## src/rtl/cla_sum_accumulator.sv

```systemverilog
// Frame accumulator fed by a 3-bit carry-lookahead pair adder.
// Sums COUNT accepted operand pairs and presents the total over valid/ready.
module cla_sum_accumulator #(
    parameter int unsigned ACC_W = 8,
    parameter int unsigned COUNT = 4
) (
    input  logic             clk,
    input  logic             rst,
    input  logic             clr,
    input  logic             in_valid,
    output logic             in_ready,
    input  logic [2:0]       a,
    input  logic [2:0]       b,
    input  logic             cin,
    output logic [3:0]       last_sum,
    output logic             out_valid,
    input  logic             out_ready,
    output logic [ACC_W-1:0] out_sum,
    output logic             out_ovf,
    output logic             busy
);

    localparam int unsigned CNT_W = 8;
    localparam int unsigned EXT_W = ACC_W + 1;
    localparam logic [CNT_W-1:0] LAST_IDX = CNT_W'(COUNT - 1);

    typedef enum logic [1:0] {
        IDLE  = 2'd0,
        ACCUM = 2'd1,
        HOLD  = 2'd2
    } state_t;

    state_t             state, state_n;
    logic [ACC_W-1:0]   acc, acc_n;
    logic [CNT_W-1:0]   cnt, cnt_n;
    logic               ovf, ovf_n;
    logic [3:0]         last_n;
    logic               in_ready_n, busy_n, out_valid_n;
    logic               accept;
    logic [EXT_W-1:0]   acc_ext;

    logic [2:0]         gen, prop;
    logic [3:0]         carry;
    logic [3:0]         pair_sum;

    // Carry-lookahead pair adder: every carry is formed directly from g/p and cin
    always_comb begin
        gen      = a & b;
        prop     = a ^ b;
        carry[0] = cin;
        carry[1] = gen[0] | (prop[0] & cin);
        carry[2] = gen[1] | (prop[1] & gen[0]) | (prop[1] & prop[0] & cin);
        carry[3] = gen[2] | (prop[2] & gen[1]) | (prop[2] & prop[1] & gen[0])
                 | (prop[2] & prop[1] & prop[0] & cin);
        pair_sum = {carry[3], prop ^ carry[2:0]};
    end

    assign accept = in_valid & in_ready;

    // Next-state and datapath update; clr overrides everything including the output handshake
    always_comb begin
        state_n = state;
        acc_n   = acc;
        cnt_n   = cnt;
        ovf_n   = ovf;
        last_n  = last_sum;
        acc_ext = '0;

        if (clr) begin
            state_n = IDLE;
            acc_n   = '0;
            cnt_n   = '0;
            ovf_n   = 1'b0;
        end else begin
            case (state)
                IDLE: begin
                    if (accept) begin
                        acc_ext = EXT_W'(pair_sum);
                        acc_n   = acc_ext[ACC_W-1:0];
                        ovf_n   = acc_ext[ACC_W];
                        cnt_n   = CNT_W'(1);
                        last_n  = pair_sum;
                        state_n = (COUNT == 1) ? HOLD : ACCUM;
                    end
                end
                ACCUM: begin
                    if (accept) begin
                        acc_ext = {1'b0, acc} + EXT_W'(pair_sum);
                        acc_n   = acc_ext[ACC_W-1:0];
                        ovf_n   = ovf | acc_ext[ACC_W];
                        cnt_n   = cnt + CNT_W'(1);
                        last_n  = pair_sum;
                        if (cnt == LAST_IDX) begin
                            state_n = HOLD;
                        end
                    end
                end
                HOLD: begin
                    if (out_ready) begin
                        state_n = IDLE;
                        acc_n   = '0;
                        cnt_n   = '0;
                        ovf_n   = 1'b0;
                    end
                end
                default: begin
                    state_n = IDLE;
                    acc_n   = '0;
                    cnt_n   = '0;
                    ovf_n   = 1'b0;
                end
            endcase
        end

        in_ready_n  = (state_n != HOLD);
        busy_n      = (state_n != IDLE);
        out_valid_n = (state_n == HOLD);
    end

    // Handshake flags are registered alongside the state they decode
    always_ff @(posedge clk or posedge rst) begin
        if (rst) begin
            state     <= IDLE;
            acc       <= '0;
            cnt       <= '0;
            ovf       <= 1'b0;
            last_sum  <= '0;
            in_ready  <= 1'b1;
            busy      <= 1'b0;
            out_valid <= 1'b0;
        end else begin
            state     <= state_n;
            acc       <= acc_n;
            cnt       <= cnt_n;
            ovf       <= ovf_n;
            last_sum  <= last_n;
            in_ready  <= in_ready_n;
            busy      <= busy_n;
            out_valid <= out_valid_n;
        end
    end

    assign out_sum = acc;
    assign out_ovf = ovf;

endmodule

```

## config.mk

```make
export PLATFORM = sky130hd
export DESIGN_NAME = cla_sum_accumulator
export DESIGN_NICKNAME = d
export VERILOG_FILES = /design/src/rtl/cla_sum_accumulator.sv
export SDC_FILE = /design/constraint.sdc
export NUM_CORES = 1
export LEC_CHECK = 0
export CAP_MARGIN = 10
export CORE_ASPECT_RATIO = 1.5
export CORE_MARGIN = 1.5
export CORE_UTILIZATION = 47
export CTS_CLUSTER_SIZE = 25
export DETAILED_ROUTE_END_ITERATION = 12
export GPL_TIMING_DRIVEN = 0
export PLACE_DENSITY = 0.76
export SYNTH_ARGS = -nofsm -noshare
export SYNTH_HDL_FRONTEND = slang
export SYNTH_SLANG_ARGS = --single-unit
```

## constraint.sdc

```tcl
create_clock -name clk -period 1.9 [get_ports clk]
set_clock_uncertainty 0.2 [all_clocks]
set_input_delay 0.38 -clock clk [delete_from_list [all_inputs] [get_ports clk]]
set_output_delay 0.38 -clock clk [all_outputs]
set_load 0.03 [all_outputs]
```

; ---- Word level (Yosys, flattened, before mapping)
; Cells that the tools add are included.
[op_classes]
addsub = 2
eq_ne = 8
mux = 20
bitwise = 21
reduce_logical = 5
[ops]
columns = cell, n
row1 = 8-bit two-way mux, 7
row2 = 8-bit case mux with 3 select lines, 2
row3 = 1-bit bitwise AND, 10
row4 = 2-bit two-way mux, 5
row5 = 8-bit by 4-bit adder with 9-bit output, 1
row6 = 3-bit != test (second input constant), 3
row7 = 8-bit by 1-bit adder with 8-bit output (second input constant), 1
row8 = 8-bit by 2-bit == test with 1-bit output (second input constant), 1
row9 = 1-bit bitwise OR, 7
row10 = 2-bit case mux with 3 select lines, 1
row11 = 3-bit AND reduction, 2
row12 = 3-bit XOR, 2
row13 = 2-bit == test (second input constant), 2
row14 = 1-bit two-way mux, 4
row15 = 3-bit bitwise AND, 1
row16 = 1-bit case mux with 3 select lines, 1
row17 = 2-bit by 1-bit == test with 1-bit output (second input constant), 1
row18 = 2-bit logical NOT, 1
row19 = 2-bit != test (second input constant), 1
row20 = 2-bit nonzero test, 1
row21 = 2-bit OR reduction, 1
row22 = 1-bit NOT, 1
[word_totals]
regBits = 26
inputBits = 12
output_inout_bits = 16
word_cells = 64

; ---- Depth between registers and ports, before layout
[logic_depth]
ltp_word = 10
ltp_mapped = 9
ltp_nobuf = 9

; ---- Worst setup path after synthesis
; OpenSTA, ideal clock, no wires.
[synth_path]
path_kind = input to register
startpoint = input a[0]
endpoint = register acc[7], in the netlist out_sum[7]
setup_ns = 0.070
t_arrival_ns = 2.400
required_ns = 1.630
setup_slack_ns = -0.769
path_stages = 9
n_path_buf = 0
path_cell_list = ha_1 -> a211oi_1 -> nor2_1 -> or2_2 -> ha_1 -> and3_1 -> a221oi_1 -> or4_1 -> nand3_1
[synth_via]
word_cells_on_any_way = 19
classes_between = add/sub: 1 / mux: 3 / bitwise: 15
[synth_lines]
columns = element, line
row1 = "start, declared", 12  ; input logic [2:0] a,
row2 = 3-bit bitwise AND or 3-bit XOR (tied branches), "48, 49"
row3 = "1-bit bitwise AND, on equally long branches", "53, 54"
row4 = 1-bit bitwise OR or 1-bit bitwise AND (tied branches), "53, 54"
row5 = 1-bit bitwise OR *, 54  ; | (prop[2] & prop[1] & prop[0] & cin);
row6 = named net carry[3], 43  ; logic [3:0] carry;
row7 = 8-bit by 4-bit adder with 9-bit output *, 88  ; acc_ext = {1'b0, acc} + EXT_W'(pair_sum);
row8 = 8-bit two-way mux *, 87  ; if (accept) begin
row9 = 8-bit case mux with 3 select lines *, 75  ; case (state)
row10 = 8-bit two-way mux *, 69  ; if (clr) begin
row11 = "end signal, assigned", 133  ; acc <= acc_n;
row12 = "end, declared", 34  ; logic [ACC_W-1:0] acc, acc_n;
; Mark *: on every way through the listed nets, which the timed path passes. The rest lies on a longest branch. The select of a mux whose other input is x is not followed.
; A chain may end at the register's enable or synchronous reset.

; ---- Worst setup path after layout
[layout_path]
startpoint = input b[0]
endpoint = register acc[5], in the netlist out_sum[5]
[layout_via]
word_cells_on_any_way = 19
classes_between = add/sub: 1 / mux: 3 / bitwise: 15
[layout_lines]
columns = element, line
row1 = "start, declared", 13  ; input logic [2:0] b,
row2 = 3-bit bitwise AND or 3-bit XOR (tied branches), "48, 49"
row3 = "1-bit bitwise AND, on equally long branches", "53, 54"
row4 = 1-bit bitwise OR or 1-bit bitwise AND (tied branches), "53, 54"
row5 = 1-bit bitwise OR *, 54
row6 = named net carry[3], 43
row7 = 8-bit by 4-bit adder with 9-bit output *, 88
row8 = 8-bit two-way mux *, 87
row9 = 8-bit case mux with 3 select lines *, 75
row10 = 8-bit two-way mux *, 69
; Marked as above.

==> run_results.csv <==
group,metric,value,unit
yosys,avgSynthCellArea,9.77,µm²
power_and_ir_drop,power,1540,µW
cts,tritoncts,"yes",
cts,cts.clk_slew.worst_paths,0.09,ns
worst_setup_path,worstPathCellList,"buf_8 -> ha_4 -> a211oi_2 -> nor2_2 -> or2_4 -> ha_4 -> and3_4 -> a221oi_4 -> buf_4 -> or3_1 -> o21ai_1",
sta,slew_viol_final,0,
route,firstDrtPassIters,4,
layout,drive_above_1_share,34.6,%
worst_setup_path,crit_path_max_fanout,4,
route,via_per_inst,6.02,
floorplan,ios,28,
grt,grt_max_degree,27,
worst_setup_path,end_kind,"flip-flop",
worst_setup_path,path_common_cell,"ha_4",
placed_design,dp_hpwl,2.73,mm
yosys,postSynth.asyncResetShare,100,%
worst_setup_path,crit_slowest_cell,"or3_1",
layout,num-fill-cells,226,
sta,setup_viol,8,
sta,setup_tns,-3.08,ns
grt,grt_pass1_vias,1449,
layout,nNetsFinal,228,
floorplan,start_util,49.1,%
sta,fin_crit,2.37,ns
layout,antenna_cells,0,
worst_setup_path,cp-startpoint,"b[0]",
route,post_drt_wl_per_cell,17.7,µm
yosys,synth_ff_type,"dfrtp_1",
layout,fin_area,2280,µm²
sta,fmax,0.422,GHz
hold_path,hold_class,"flip-flop to flip-flop",
worst_setup_path,cp_slowest_stage_delay,0.36,ns
route,first_iter_violations,52,
run_status,violations,"negative setup slack",
grt,grt_antenna_before_repair,0,
floorplan,dieArea,3660,µm²
worst_setup_path,cp.arrival,2.37,ns
power_and_ir_drop,p_leak,0.00103,µW
sta,setup_slack,-0.467,ns
worst_setup_path,timing.rr.start,"state[1]",
hold_path,min_from,"cnt[7]",
grt,overflow,0,
yosys,yosysWarnings,0,
run,drv_cap,0,
yosys,ys_ff_latch,26,
sta,final-hold-violation-count,0,
floorplan,rows,25,
yosys,syn_area,1550,µm²
placed_design,placed_area,1970,µm²
yosys,synthDistinctLibCells,48,
yosys,syn_nets,181,
sta,slew_headroom,33.8,%
layout,syn_to_final_growth,46.7,%
power_and_ir_drop,cellPowerDensity,677,nW/µm²
route,num_vias,1475,
grt,grt_pass1_wl,6.58,mm
cts,htree_levels,1,
route,ant_nets,0,
placed_design,portBuffers,27,
worst_setup_path,r2r_slack,-0.02,ns
power_and_ir_drop,ir_worst_vdd,550,µV
cts,cts_buffer_depth,2,
floorplan,fp.dieW,49.9,µm
worst_setup_path,worstPathRequired,1.90,ns
yosys,ys_seq_area_share,42.0,%
sta,worst_pin_slew,0.992,ns
sta,rsz0062_at_grt,"yes",
sta,timing.hold.ws,0.314,ns
route,wl,4.34,mm
cts,cts-hold-fix-buffers,0,
grt,grt.total_usage,23.8,%
cts,cts_inserted_buffers,3,
cts,clock_latency,0.27,ns
yosys,synth_edf_count,0,
floorplan,die-height,73.4,µm
run_status,status,"finished with violations",
yosys,netlist_instances,159,
floorplan,core_area,3160,µm²
sta,period_share,125,%
route,route.detailed.drc,0,
placed_design,place.gp.congestion,0.774,
worst_setup_path,startpoint_type,"input pin",
cts,cts_sinks,26,
cts,cts-root-buf,"clkbuf_8",
worst_setup_path,critical_path_class,"input pin to flip-flop",
[power breakdown]
part | switching [µW] | leakage, µW | internal [µW]
Combinational | 317 | 0.000660 | 281
Clock | 169 | 0.0000228 | 150
Sequential | 32.8 | 0.000342 | 591
Total | 519 | 0.00103 | 1020
[worst max-delay path: cells and delay by family]
family | cells | cell delay, ns
and+or+nand+nor | 4 | 0.88
adders and majority gates | 2 | 0.51
AOI/OAI and AO/OA | 3 | 0.34
buffers and inverters | 2 | 0.26
[per-layer routing]
layer	wire, µm	vias up	GRT usage (%)
met5	0	-	0
met4	168	0	9.57
met3	199	17	3.46
met2	2330	59	45.5
met1	1640	717	25.8
li1	-	682	-
[cells by family after synthesis]
group / Yosys count / share of synthesized area [%]
simple gates: 52 / 18.2
compound gates: 51 / 22.2
flops: 26 / 42.0
buf+inv: 13 / 4.03
fa+ha+maj: 10 / 9.03
mux: 4 / 2.82
xor+xnor: 3 / 1.69
[cell usage after synthesis (2+ instances only)]
master    count  area share [%]
a211oi_1      2            0.97
a21o_1        6             2.9
a21oi_1       9             2.9
a41oi_1       2             1.1
and2_1        2            0.81
and3_1        5             2.0
buf_2         2            0.64
dfrtp_1      25              40
fa_1          2             2.6
ha_1          8             6.4
inv_1         8             1.9
mux2_2        3             2.2
nand2_1      13             3.1
nand2b_1      3             1.2
nand3_1       5             1.6
nor2_1        8             1.9
nor2b_1       4             1.6
nor3_1        2            0.64
nor4b_1       2             1.1
o211ai_1      3             1.5
o21ai_0      10             3.2
o21ai_1       5             1.6
o31ai_1       3             1.5
o41ai_1       2             1.1
xnor2_1       2             1.1
[layout make-up]
class	count	area [µm²]	share of cell area [%]
Inverter	8	30.0	1.32
Multi-Input combinational cell	120	1090	47.7
Tap cell	40	50.0	2.20
Sequential cell	26	652	28.6
Buffer	5	42.5	1.87
Timing Repair Buffer	42	373	16.4
Clock buffer	4	45.0	1.98
[cells in the final DEF, fill, tap and decap left out, drive strengths merged, types with 5 or more instances in the layout]
master,Yosys,layout
a21o,6,6
o21ai,15,15
nand2,13,13
dlygate4sd2,0,10
clkbuf,0,7
nor2,9,9
clkdlybuf4s50,0,6
buf,5,22
dfrtp,25,25
a21oi,10,10
nand3,5,5
inv,8,8
ha,8,8
and3,5,5
[flip-flops by register name, indices dropped and copies added, names as in the netlist]
signal	count
busy	1
cnt	8
in_ready	1
last_sum	4
out_ovf	1
out_sum	8
out_valid	1
state	2
[repair_timing]
action                     in CTS  in global routing
buffers inserted                8                  7
hold endpoints to repair        0                  0
resized for setup              52                 21
pin swaps                      22                 18
setup endpoints to repair      27                 22
[path summary, 6_finish.rpt]
path,cells past startpoint,endpoint
hold reg to reg,1,cnt[7]
setup reg to reg,5,out_sum[4]
hold / removal,1,cnt[7]
max in group asynchronous,2,out_sum[0]
min in group asynchronous,2,out_sum[4]
setup / recovery,11,out_sum[5]
[stage by stage]
step / cells / utilization, % / setup slack (ns)
finish: 245 / 72.1 / -0.467
global route: 245 / 72.1 / -0.528
floorplan: 159 / - / -0.460
global placement: 226 / 62.3 / -1.12
detailed placement: 226 / 62.3 / -1.19
CTS: 238 / 69.2 / -0.527
(Power assumes the default switching activity.)
